File: config.mk
export PLATFORM = sky130hd
export DESIGN_NAME = fb_scanout
export DESIGN_NICKNAME = d
export VERILOG_FILES = /design/src/rtl/fb_scanout.sv
export SDC_FILE = /design/constraint.sdc
export NUM_CORES = 1
export LEC_CHECK = 0
export CAP_MARGIN = 5
export CORE_ASPECT_RATIO = 1.25
export CORE_MARGIN = 4
export CORE_UTILIZATION = 45
export DETAILED_ROUTE_END_ITERATION = 6
export PLACE_DENSITY = 0.79
export SLEW_MARGIN = 20
export SYNTH_ARGS = -nofsm -noshare
export SYNTH_HDL_FRONTEND = slang
export SYNTH_SLANG_ARGS = --single-unit
File: constraint.sdc
create_clock -name pix_clk -period 2.3 [get_ports pix_clk]
set_input_delay 0.46 -clock pix_clk [delete_from_list [all_inputs] [get_ports pix_clk]]
set_output_delay 0.46 -clock pix_clk [all_outputs]
set_load 0.005 [all_outputs]
File: src/rtl/fb_scanout.sv
// fb_scanout
// Framebuffer scan-out stage. It turns the live raster position into read
// addresses for a double-buffered, down-scaled framebuffer BRAM. It realigns
// hsync/vsync and the visible flag to the BRAM read latency, and it drives
// blanked RGB. It also owns front/back buffer selection: swap requests that
// arrive from the draw clock domain take effect only at end-of-frame.
//
// Ports:
//   pix_clk, rst_n         pixel clock, asynchronous active-low reset
//   h_cnt, v_cnt           raster position from the timing counters
//   h_visible, v_visible   active-area flags for h_cnt / v_cnt
//   hsync_in, vsync_in     undelayed active-low syncs
//   eof                    one-cycle end-of-frame pulse
//   swap_toggle            toggle-encoded swap request (draw domain, async)
//   rd_en, rd_addr         BRAM read enable / pixel address within buffer
//   rd_buf_sel             buffer being scanned (BRAM address MSB)
//   rd_data                BRAM read data, RD_LAT cycles after rd_addr
//   vga_rgb                blanked RGB444 pixel {R, G, B}
//   vga_hsync, vga_vsync   syncs delayed to line up with vga_rgb
//   front_buf              current front buffer index
//   swap_ack_toggle        flips once per applied swap
module fb_scanout #(
   parameter int H_ACTIVE    = 640,
   parameter int V_ACTIVE    = 480,
   parameter int SCALE_SHIFT = 2,
   parameter int ADDR_W      = 15,
   parameter int PIX_W       = 12,
   parameter int RD_LAT      = 2
) (
   input  logic              pix_clk,
   input  logic              rst_n,
   input  logic [9:0]        h_cnt,
   input  logic [9:0]        v_cnt,
   input  logic              h_visible,
   input  logic              v_visible,
   input  logic              hsync_in,
   input  logic              vsync_in,
   input  logic              eof,
   input  logic              swap_toggle,
   output logic              rd_en,
   output logic [ADDR_W-1:0] rd_addr,
   output logic              rd_buf_sel,
   input  logic [PIX_W-1:0]  rd_data,
   output logic [PIX_W-1:0]  vga_rgb,
   output logic              vga_hsync,
   output logic              vga_vsync,
   output logic              front_buf,
   output logic              swap_ack_toggle
);

   localparam int LAT   = RD_LAT + 2;
   localparam int ROW_W = H_ACTIVE >> SCALE_SHIFT;

   logic              vis_p0;
   logic              row_end_p0;
   logic [ADDR_W-1:0] col_p0;
   logic [ADDR_W-1:0] row_base;
   logic [RD_LAT-1:0] vld_pipe;
   logic [LAT-1:0]    hs_pipe;
   logic [LAT-1:0]    vs_pipe;
   logic              swap_meta;
   logic              swap_sync;
   logic              swap_last;
   logic              swap_pending;
   logic              swap_edge;
   logic              unused_bits;

   // Only the low v_cnt bits select the last replicated line of a framebuffer
   // row; the vertical bound itself arrives already decoded as v_visible.
   assign unused_bits = ^{v_cnt[9:SCALE_SHIFT], V_ACTIVE[0]};

   // ---- stage p0: raster position -> framebuffer address ----
   assign vis_p0     = h_visible & v_visible;
   assign col_p0     = ADDR_W'(h_cnt >> SCALE_SHIFT);
   assign row_end_p0 = v_visible && (h_cnt == 10'(H_ACTIVE)) && (&v_cnt[SCALE_SHIFT-1:0]);

   // row_base replaces a v*ROW_W multiply: it steps one framebuffer row
   // after the last of each group of replicated screen lines.
   always_ff @(posedge pix_clk or negedge rst_n) begin
      if (!rst_n) begin
         row_base <= '0;
      end else if (!v_visible) begin
         row_base <= '0;
      end else if (row_end_p0) begin
         row_base <= row_base + ADDR_W'(ROW_W);
      end
   end

   // ---- stage p1: registered BRAM request ----
   always_ff @(posedge pix_clk or negedge rst_n) begin
      if (!rst_n) begin
         rd_en   <= 1'b0;
         rd_addr <= '0;
      end else begin
         rd_en   <= vis_p0;
         rd_addr <= vis_p0 ? (row_base + col_p0) : '0;
      end
   end

   // ---- stages p2..p(1+RD_LAT): visible flag follows the BRAM read ----
   always_ff @(posedge pix_clk or negedge rst_n) begin
      if (!rst_n) begin
         vld_pipe <= '0;
      end else begin
         vld_pipe[0] <= rd_en;
         for (int i = 1; i < RD_LAT; i++) begin
            vld_pipe[i] <= vld_pipe[i-1];
         end
      end
   end

   // ---- output stage: blanked RGB ----
   always_ff @(posedge pix_clk or negedge rst_n) begin
      if (!rst_n) begin
         vga_rgb <= '0;
      end else begin
         vga_rgb <= vld_pipe[RD_LAT-1] ? rd_data : '0;
      end
   end

   // Sync delay line spans the full request + read + output latency;
   // it resets to the inactive (high) level.
   always_ff @(posedge pix_clk or negedge rst_n) begin
      if (!rst_n) begin
         hs_pipe <= '1;
         vs_pipe <= '1;
      end else begin
         hs_pipe <= {hs_pipe[LAT-2:0], hsync_in};
         vs_pipe <= {vs_pipe[LAT-2:0], vsync_in};
      end
   end

   assign vga_hsync = hs_pipe[LAT-1];
   assign vga_vsync = vs_pipe[LAT-1];

   // Swap request crossing: 2-flop synchronizer, then an XOR edge detect
   // against the last synchronized value. An edge that coincides with eof
   // is applied immediately; otherwise it waits in swap_pending. Further
   // edges while pending coalesce into the same swap.
   assign swap_edge = swap_sync ^ swap_last;

   always_ff @(posedge pix_clk or negedge rst_n) begin
      if (!rst_n) begin
         swap_meta       <= 1'b0;
         swap_sync       <= 1'b0;
         swap_last       <= 1'b0;
         swap_pending    <= 1'b0;
         front_buf       <= 1'b0;
         swap_ack_toggle <= 1'b0;
      end else begin
         swap_meta <= swap_toggle;
         swap_sync <= swap_meta;
         swap_last <= swap_sync;
         if (eof && (swap_pending || swap_edge)) begin
            front_buf       <= ~front_buf;
            swap_ack_toggle <= ~swap_ack_toggle;
            swap_pending    <= 1'b0;
         end else if (swap_edge) begin
            swap_pending <= 1'b1;
         end
      end
   end

   assign rd_buf_sel = front_buf;

endmodule
# Word level (Yosys, flattened, before mapping)
# Index checks and enable logic that the tools add are counted.
# op_classes
n_reduce_logical	6
n_addsub	2
eq_ne	2
n_mux	6
bitwise	4
# op_table
cell	n
$mux 15	3
$add 15x8->15	1
$add 15x8->15 const B	1
$mux 12	1
$eq 10x10->1 const B	1
$logic_and 1x1->1	3
$mux 1	2
$ne 2x1->1 const B	1
$not 1->1	2
$reduce_and 2->1	1
$reduce_bool 2->1	1
$and 1x1->1	1
$logic_or 1x1->1	1
$xor 1x1->1	1
# word_totals
elab_cells	33
out_inout_bits	33
reg_bits	59
input_bits	40

# Longest topological paths before layout
# Gate-level depths: netlist (run 1).
# depth
ltp_word	5
ltp_mapped	6
mapped_depth_nobuf	5

# Least setup slack after synthesis (run 1)
# OpenSTA, ideal clock, no wires.
# synth_path
path_kind	in2reg
start	in h_cnt[9]
end	reg rd_addr[8]
cell_stages	6
path_slack_ns	0.603
t_arrival_ns	1.562
setup_time_ns	0.134
t_required_ns	2.166
path_buffers	1
path_cell_list	ha_1 > a21oi_1 > and2_1 > clkbuf_1 > nand3_1 > nor3b_1
# synth_via
elab_chain_cells	2
# synth_lines
item	line	text
start: declaration	32	input logic [9:0] h_cnt,
$add 15x8->15	96	rd_addr <= vis_p0 ? (row_base + col_p0) : '0;
$mux 15	96	
end signal: assignment	96	
end: declaration	41	output logic [ADDR_W-1:0] rd_addr,
# No other way between the ends.
# A chain may end at the register's enable or synchronous reset.

# Final worst setup path (run 1)
# layout_path
start	in h_cnt[6]
end	reg row_base[12]
# layout_via
elab_chain_cells	4
# layout_lines
item	line	text
$eq 10x10->1	75	assign row_end_p0 = v_visible && (h_cnt == 10'(H_ACTIVE)) && (&v_cnt[SCALE_SHIFT-1:0]);
$logic_and 1x1->1 (2 in a row)	75	
$ne 2x1->1 (no line)	-	
end signal: assignment	85	row_base <= row_base + ADDR_W'(ROW_W);
end: declaration	57	logic [ADDR_W-1:0] row_base;
# No other way between the ends.

==> results.json, run 1 <==
{
  "status": "completed",
  "grt_pass1_vias": 1456,
  "synth-seq-area-share_pct": 63.8,
  "die_h_um": 85,
  "post_drt_wl_per_cell_um": 13.5,
  "max_cap_viol_count": 0,
  "timing.rr.start": "row_base[6]",
  "synth_top_family_by_area": "simple AND/OR/NAND/NOR gates",
  "floorplan.die.width_um": 69.6,
  "number_of_standard_cells_after_synthesis": 173,
  "ys_seq_elements": 54,
  "topRoutingLayerUsed": "met4",
  "report.final.slew_viol_count": 0,
  "cts.hold.buffers_added": 0,
  "rsz0062_at_grt": "false",
  "switching_share_pct": 22.2,
  "cts-buffers-inserted": 5,
  "fin_area_um2": 2960,
  "post_drt_via_cell_ratio": 4.86,
  "placeableCoreArea_um2": 4490,
  "dp_slack_ps": 85.5,
  "grt_max_degree": 45,
  "power_frac_seq_pct": 58.3,
  "number_of_buffers_added_for_setup_after_cts": 0,
  "yosys_warnings": 0,
  "ios": 73,
  "initialDrtViolationCount": 24,
  "htreeDepth": 2,
  "syn-cell-area_um2": 2130,
  "finalWorstPathRequiredPeriod_ps": 1890,
  "synth.top_cells.by_area": "dfrtp_1 54%, dfstp_2 9.8%, and2_1 3.8%",
  "nets": 289,
  "port_buffers": 64,
  "setup.reg_to_reg.worst_slack_ps": 610,
  "synth_edf_count": 0,
  "timing.clock.skew_ps": 2.88,
  "final_hold_viols": 0,
  "dieArea_um2": 5920,
  "p_leak_uw": 0.00127,
  "data_arrival_critical_path_ps": 2110,
  "synthMuxAreaShare_pct": 0.938,
  "clock_tree.root_cell": "clkbuf_8",
  "synth.distinct_cells": 32,
  "synthesized_area_fraction_occupied_by_adder_cells_pct": 2.93,
  "mappedNetlistNets": 218,
  "avgSynthCellArea_um2": 12.3,
  "ys_async_sr_fraction_pct": 100,
  "worst-r2r-cell-count": 5,
  "xor_xnor_share_of_the_synthesized_area_pct": 5.74,
  "setup_viol": 0,
  "share_comb_of_total_power_pct": 13.3,
  "rows": 27,
  "slowest_delay_ps": 470,
  "r2r_end": "rd_addr[14]",
  "internal_power_uw": 1370,
  "yosys.area.top_type_share_pct": 53.9,
  "most_frequent_cells_in_the_layout": "63 x clkdlybuf4s50_1, 46 x dfrtp_1, 14 x a21oi_1, 14 x nor2_1, 13 x and2_1",
  "timing.critical_path.cells": "clkdlybuf4s50_1, nor4_4, nand4b_2, or3_1, a21oi_1",
  "layout_commonest_cell": "clkdlybuf4s50_1",
  "path_class": "input port to flip-flop",
  "clock_latency_ps": 300,
  "detail_route.first_pass.iterations": 4,
  "area_growth_syn_to_layout_pct": 38.5,
  "synth_compound_area_share_pct": 7.09,
  "placed_area_um2": 2870,
  "cts.reportedPaths.clkPinSlew_ps": 90,
  "met3_wirelength_um": 280,
  "groute.usage.overall_pct": 14.4,
  "critPathMaxFanout": 7,
  "irDropWorstVdd_mv": 0.386,
  "gr-total-overflow": 0,
  "n_antenna_cell": 0,
  "number_of_antenna_violations_at_the_first_check_in_global_routing": 0,
  "synthSimpleGateAreaFrac_pct": 17.5,
  "routed_wl_um": 4100,
  "cts_sinks": 54,
  "slowest_stage": "clkdlybuf4s50_1",
  "worst_setup_path_start_kind": "input port",
  "post_route_cells_drive_above_1_share_pct": 10.2,
  "max_freq_mhz": 528,
  "total_power_uw": 1760,
  "cts_resized": 0,
  "cts_tree": "yes",
  "gp_routability_congestion": 0.872,
  "ant_nets": 0,
  "finalNonFillerCells": 303,
  "drcViolationCount": 0,
  "worstHoldPathType": "input port to asynchronous set/reset pin",
  "switching_power_uw": 390,
  "number_of_inserted_filler_cells_in_the_final_layout": 363,
  "effective_utilization_at_floorplan_pct": 47.5,
  "dominantRegCellSynth": "dfrtp_1",
  "timing.critical_path.to_type": "flip-flop",
  "hpwlAfterDp_um": 3150,
  "power_frac_clock_pct": 28.4,
  "met1_wire_length_um": 1720,
  "ctsLongestPathBuffers": 2,
  "synth_top_cell_by_area": "dfrtp_1",
  "fin_setup_tns_ps": 0,
  "met2_wirelength_um": 2040,
  "powerDensity_nw_per_um2": 594,
  "dr_total_vias": 1472,
  "crit_path_required_time_ps": 2520,
  "global_route_wire_length_before_repair_um": 6710,
  "timing.final.ws_setup_ps": 408,
  "place_inst": 295,
  "final.period_utilization_pct": 82.3
}
## worst max-delay path, delay by kind of cell
kind / cells / cell delay, ps
buf+inv: 1 / 470
compound gates: 1 / 160
simple gates: 3 / 1020
## power groups by stage
stage	Sequential [µW]	Clock (µW)	Combinational, µW
2_1_floorplan	1040	0	63.9
3_3_place_gp	1040	0	232
6_report	1020	499	234
4_1_cts	1020	521	239
5_1_grt	1030	559	253
3_5_place_dp	1040	0	237
## area by class of cell
type | count | area [µm²] | area share (%)
Sequential cell | 54 | 1360 | 46.0
Multi-Input combinational cell | 110 | 734 | 24.8
Timing Repair Buffer | 69 | 686 | 23.2
Clock buffer | 6 | 72.6 | 2.45
Tap cell | 58 | 72.6 | 2.45
Clock inverter | 2 | 15.0 | 0.508
Inverter | 4 | 15.0 | 0.508
## cells by family (layout without fill, tap and decap cells)
kind of cell	count (synthesis)	count (layout)
and+or+nand+nor	61	61
DFF	54	54
AOI/OAI and AO/OA	27	27
xor gates and xnor gates	14	14
buffers and inverters	9	81
adders and majority gates	5	5
muxes	2	2
other	1	1
## flip-flops by register name (all words and copies together), names as in the netlist
| register | cells |
|---|---|
| front_buf | 1 |
| hs_pipe | 4 |
| rd_addr | 15 |
| rd_en | 1 |
| row_base | 10 |
| swap_ack_toggle | 1 |
| swap_last | 1 |
| swap_meta | 1 |
| swap_pending | 1 |
| swap_sync | 1 |
| vga_rgb | 12 |
| vld_pipe | 2 |
| vs_pipe | 4 |
## how the worst max path moves through the flow
stage          startpoint           end  slack [ps]  depth (start not counted)
3_5_place_dp     h_cnt[6]  row_base[13]          90                          5
5_1_grt          h_cnt[9]    rd_addr[8]         270                          6
6_report         h_cnt[6]  row_base[12]         410                          5
4_1_cts          h_cnt[6]  row_base[12]         400                          5
3_3_place_gp     h_cnt[6]  row_base[13]         110                          5
2_1_floorplan    h_cnt[9]    rd_addr[8]         600                          6
## routing by layer
| layer | vias to the layer above | global-route usage [%] |
|---|---|---|
| li1 | 730 | - |
| met1 | 686 | 16.6 |
| met2 | 50 | 25.3 |
| met3 | 6 | 4.50 |
| met4 | 0 | 5.33 |
| met5 | - | 0 |
## metrics by stage
stage | utilization (%) | hold slack [ps]
3_5_place_dp | 63.9 | 339
3_3_place_gp | 63.9 | 333
2_1_floorplan | - | 164
6_report | 65.8 | 24.2
5_1_grt | 65.8 | 28.4
4_1_cts | 65.8 | 24.1
## Yosys cell counts, types with 3 or more instances
cell,instances
xnor2_1,8
nand2_1,9
ha_1,5
and2_1,13
dfstp_2,8
nand3_1,4
inv_1,3
clkbuf_1,3
xor2_1,6
o21ai_0,9
dfrtp_1,46
or3_1,5
and3_1,5
nor2_1,14
a21oi_1,14
No activity file was read; power rests on OpenSTA's default activity.
==> run 2, diff against run 1 <==
--- a/config.mk
+++ b/config.mk
@@ -8,9 +8,9 @@
 export CAP_MARGIN = 5
 export CORE_ASPECT_RATIO = 1.25
 export CORE_MARGIN = 4
-export CORE_UTILIZATION = 45
+export CORE_UTILIZATION = 40
 export DETAILED_ROUTE_END_ITERATION = 6
-export PLACE_DENSITY = 0.79
+export PLACE_DENSITY = 0.75
 export SLEW_MARGIN = 20
 export SYNTH_ARGS = -nofsm -noshare
 export SYNTH_HDL_FRONTEND = slang
==> constraint.sdc (replaced) <==
create_clock -name pix_clk -period 1.6 [get_ports pix_clk]
set_input_delay 0.32 -clock pix_clk [delete_from_list [all_inputs] [get_ports pix_clk]]
set_output_delay 0.32 -clock pix_clk [all_outputs]
set_load 0.005 [all_outputs]
==> results.json, run 2 (synthesis gave the netlist of run 1 again) <==
{
  "reg_top3": "rd_addr x15, vga_rgb x12, row_base x10",
  "max_freq_mhz": 649,
  "total_power_uw": 2610,
  "critical_path_buf_inv_count": 1,
  "critPathMaxFanout": 5,
  "timing.critical_path.to_type": "flip-flop",
  "post_drt_via_cell_ratio": 4.82,
  "cts-buffers-inserted": 5,
  "fin_setup_tns_ps": 0,
  "ant_nets": 0,
  "most_frequent_cells_in_the_layout": "51 x clkdlybuf4s50_1, 45 x dfrtp_1, 21 x buf_4",
  "irDropWorstVdd_mv": 0.485,
  "nets": 307,
  "switching_power_uw": 591,
  "area_growth_syn_to_layout_pct": 47.2,
  "routed_wl_um": 4340,
  "number_of_inserted_filler_cells_in_the_final_layout": 416,
  "place_inst": 313,
  "number_of_antenna_violations_at_the_first_check_in_global_routing": 0,
  "power_frac_clock_pct": 30.3,
  "placeableCoreArea_um2": 5120,
  "share_comb_of_total_power_pct": 13.3,
  "timing.critical_path.cells": "clkdlybuf4s50_1, and4b_1, nand4b_1, or3_1, a21oi_2",
  "slowest_delay_ps": 450,
  "detail_route.first_pass.iterations": 4,
  "clock_latency_ps": 300,
  "power_frac_seq_pct": 56.4,
  "crit_path_required_time_ps": 1830,
  "groute.usage.overall_pct": 14.3,
  "fin_area_um2": 3140,
  "clock_tree.root_cell": "clkbuf_8",
  "post_route_cells_drive_above_1_share_pct": 19.8,
  "rows": 29,
  "grt_max_degree": 55,
  "layout_commonest_cell": "clkdlybuf4s50_1",
  "finalNonFillerCells": 325,
  "final_hold_viols": 0,
  "status": "completed",
  "slowest_stage": "clkdlybuf4s50_1",
  "cts_tree": "yes",
  "gr-total-overflow": 0,
  "grt_pass1_vias": 1590,
  "global_route_wire_length_before_repair_um": 7320,
  "max_cap_viol_count": 0,
  "final_worst_hold_slack_ps": 357,
  "ctsLongestPathBuffers": 2,
  "worst_setup_path_start_kind": "input port",
  "n_antenna_cell": 0,
  "most_flops_register": "rd_addr",
  "gp_routability_congestion": 0.860,
  "hpwlAfterDp_um": 3330,
  "final.period_utilization_pct": 96.2,
  "setup_viol": 0,
  "ios": 73,
  "drcViolationCount": 0,
  "p_leak_uw": 0.00138,
  "rsz0062_at_grt": "true",
  "multiInputGateArea_um2": 781,
  "post_drt_wl_per_cell_um": 13.4,
  "dr_total_vias": 1568,
  "finalWorstPathRequiredPeriod_ps": 1540,
  "timing.clock.skew_ps": 4.86,
  "placed_area_um2": 3000,
  "seq_area_um2": 1360,
  "initialDrtViolationCount": 40,
  "internal_power_uw": 2020,
  "report.final.slew_viol_count": 0,
  "floorplan.die.width_um": 73.3,
  "port_buffers": 64,
  "powerDensity_nw_per_um2": 830,
  "path_class": "input port to flip-flop",
  "cts_sinks": 54,
  "worstHoldPathType": "flip-flop to flip-flop",
  "effective_utilization_at_floorplan_pct": 41.7,
  "cts.reportedPaths.clkPinSlew_ps": 100,
  "data_arrival_critical_path_ps": 1770,
  "die_h_um": 89.7,
  "crit_family": "simple AND/OR/NAND/NOR gates",
  "largest_register_ffs": 15,
  "switching_share_pct": 22.7,
  "htreeDepth": 2,
  "dieArea_um2": 6580
}
[run 2: layout make-up]
class                      count  area share [%]
clock inverter                 2           0.518
timing repair buffer          87            25.7
inverter                       4           0.478
tap                           62            2.47
clock buffer                   6            2.63
sequential                    54            43.4
multi-input combinational    110            24.8
[run 2: stage by stage]
stage	setup slack [ps]	utilization, %
finish	60.2	61.4
floorplan	18.0	-
global placement	-453	58.7
CTS	-4.98	61.0
detailed placement	-488	58.7
global route	-56.2	61.4
[run 2: per-layer routing]
metal | wire, µm | GRT usage (%) | part of all wire [%] | up-vias
met3 | 323 | 4.01 | 7.4 | 5
met1 | 1780 | 17.6 | 41 | 752
li1 | - | - | - | 762
met5 | 0 | 0 | 0 | -
met4 | 54 | 4.45 | 1.2 | 0
met2 | 2180 | 24.6 | 50 | 49
[run 2: final timing paths]
kind                        startpoint            to  slack (ps)  depth (start not counted)
max in group asynchronous        rst_n    hs_pipe[0]         780                          3
hold reg to reg             hs_pipe[1]    hs_pipe[2]         360                          0
setup / recovery              v_cnt[0]  row_base[13]          60                          5
hold / removal              hs_pipe[1]    hs_pipe[2]         360                          0
min in group asynchronous        rst_n     swap_meta         540                          3
setup reg to reg           row_base[6]  row_base[13]          60                          5
[run 2: repair_timing]
item / 4_1_cts / 5_1_grt
setup buffers: 2 / 1
hold buffers: 1 / 0
pin swaps: 6 / 6
resized for setup: 15 / 7
endpoints found under the setup margin: 13 / 7
hold endpoints to repair: 9 / 0
[run 2: power by group through the flow]
| stage | Sequential, µW | Clock [µW] | Combinational, µW |
|---|---|---|---|
| 2_1_floorplan | 1500 | 0 | 93.7 |
| 3_3_place_gp | 1500 | 0 | 352 |
| 3_5_place_dp | 1500 | 0 | 358 |
| 4_1_cts | 1470 | 836 | 354 |
| 5_1_grt | 1480 | 902 | 379 |
| 6_report | 1470 | 791 | 347 |
==> run 3, diff against run 2 <==
==> constraint.sdc (replaced) <==
create_clock -name pix_clk -period 1.6 [get_ports pix_clk]
set_input_delay 0.32 -clock pix_clk [delete_from_list [all_inputs] [get_ports pix_clk]]
set_output_delay 0.32 -clock pix_clk [all_outputs]
set_load 0.02 [all_outputs]
==> results.json, run 3 (synthesis gave the netlist of run 1 again) <==
{
  "worst_setup_path_start_kind": "input port",
  "ctsLongestPathBuffers": 2,
  "nets": 307,
  "rsz0062_at_grt": "true",
  "grt_max_degree": 55,
  "finalWorstPathRequiredPeriod_ps": 1580,
  "placeableCoreArea_um2": 5120,
  "crit_path_required_time_ps": 1830,
  "max_cap_viol_count": 0,
  "slowest_delay_ps": 450,
  "placed_area_um2": 3000,
  "ios": 73,
  "powerDensity_nw_per_um2": 834,
  "floorplan.die.width_um": 73.3,
  "critPathMaxFanout": 5,
  "n_antenna_cell": 0,
  "initialDrtViolationCount": 44,
  "max_freq_mhz": 631,
  "report.final.slew_viol_count": 0,
  "clock_tree.root_cell": "clkbuf_8",
  "global_route_wire_length_before_repair_um": 7310,
  "critical_path_buf_inv_count": 1,
  "reg_top3": "rd_addr x15, vga_rgb x12, row_base x10",
  "number_of_antenna_violations_at_the_first_check_in_global_routing": 0,
  "effective_utilization_at_floorplan_pct": 41.7,
  "htreeDepth": 2,
  "post_drt_wl_per_cell_um": 13.6,
  "data_arrival_critical_path_ps": 1810,
  "layout_commonest_cell": "dfrtp_1",
  "final_hold_viols": 0,
  "setup_viol": 0,
  "number_of_inserted_filler_cells_in_the_final_layout": 408,
  "hpwlAfterDp_um": 3330,
  "clock_latency_ps": 300,
  "cts.reportedPaths.clkPinSlew_ps": 100,
  "drcViolationCount": 0,
  "path_class": "input port to flip-flop",
  "p_leak_uw": 0.00168,
  "ant_nets": 0,
  "most_flops_register": "rd_addr",
  "cts-buffers-inserted": 5,
  "dieArea_um2": 6580,
  "post_drt_via_cell_ratio": 4.82,
  "gp_routability_congestion": 0.860,
  "routed_wl_um": 4420,
  "detail_route.first_pass.iterations": 2,
  "total_power_uw": 2650,
  "final.period_utilization_pct": 99.0,
  "timing.clock.skew_ps": 4.27,
  "timing.critical_path.cells": "clkdlybuf4s50_1, and4b_1, nand4b_1, or3_1, a21oi_2",
  "cts_tree": "yes",
  "largest_register_ffs": 15,
  "grtUsageMet3_pct": 4.01,
  "timing.critical_path.to_type": "flip-flop",
  "gr-total-overflow": 0,
  "rows": 29,
  "crit_family": "simple AND/OR/NAND/NOR gates",
  "cts_sinks": 54,
  "fin_setup_tns_ps": 0,
  "die_h_um": 89.7,
  "slowest_stage": "clkdlybuf4s50_1",
  "dr_total_vias": 1567,
  "grt_pass1_vias": 1586,
  "fin_area_um2": 3180,
  "worstHoldPathType": "flip-flop to flip-flop",
  "port_buffers": 64,
  "irDropWorstVdd_mv": 0.488,
  "area_growth_syn_to_layout_pct": 48.9,
  "groute.usage.overall_pct": 14.3,
  "post_route_cells_drive_above_1_share_pct": 19.8,
  "status": "completed",
  "met2_routing_resource_usage_after_global_routing_pct": 24.6,
  "most_frequent_cells_in_the_layout": "45 x dfrtp_1, 29 x clkdlybuf4s50_1, 21 x buf_4",
  "grt_met1_usage_pct": 17.6,
  "gr-max-usage-layer": "met2"
}
[run 3: changes by cell type in the layout (fill, tap and decap cells not counted), sizes merged]
cell	change
clkdlybuf4s50	-22
dlymetal6s2s	+17
dlygate4sd2	+5
[run 3: path summary, 6_finish.rpt]
| path | startpoint | end | slack, ps | cells past startpoint |
|---|---|---|---|---|
| min | hs_pipe[1] | hs_pipe[2] | 360 | 0 |
| min reg2reg | hs_pipe[1] | hs_pipe[2] | 360 | 0 |
| min in group asynchronous | rst_n | front_buf | 540 | 3 |
| max | v_cnt[0] | row_base[13] | 20 | 5 |
| max reg2reg | row_base[6] | row_base[13] | 20 | 5 |
| max in group asynchronous | rst_n | hs_pipe[0] | 780 | 3 |
[run 3: metrics by stage]
step	setup WS, ps	utilization [%]	hold WS [ps]	instances
6_report	15.6	62.1	358	325
5_1_grt	-99.7	62.1	362	325
4_1_cts	0.378	60.8	362	324
3_5_place_dp	-488	58.7	336	313
3_3_place_gp	-453	58.7	331	313
2_1_floorplan	18.0	-	24.4	173
[run 3: per-layer routing]
| layer | up-vias | wire length (µm) | part of all wire, % |
|---|---|---|---|
| met5 | - | 0 | 0 |
| met4 | 0 | 53 | 1.2 |
| met3 | 5 | 328 | 7.4 |
| met2 | 47 | 2200 | 50 |
| met1 | 749 | 1840 | 42 |
| li1 | 766 | - | - |
[run 3: worst register-to-register path, cell delays in order, from the launching register on]
cell and delay, ps:
dfrtp_1 430, ha_2 220, o21ai_2 50, nand4b_1 280, or3_1 420, a21oi_2 120
[run 3: cell type report]
cell class / count / area (µm²) / area share, %
clock inverters: 2 / 16.3 / 0.512
flip-flops and latches: 54 / 1360 / 42.9
repair buffers: 87 / 845 / 26.6
multi-input cells: 110 / 781 / 24.6
well taps: 62 / 77.6 / 2.44
inverters: 4 / 15.0 / 0.472
clock buffers: 6 / 82.6 / 2.60
[run 3: report_power, final]
part	switching, µW	internal (µW)
Sequential	31.7	1440
Clock	433	357
Combinational	198	193
Total	663	1990
[run 3: timing repair]
item / in CTS / in global routing
pin swaps: 7 / 5
hold buffers: 1 / 0
gates resized for setup: 20 / 24
endpoints found under the hold margin: 9 / 0
buffers inserted: 2 / 1
setup endpoints to repair: 18 / 25
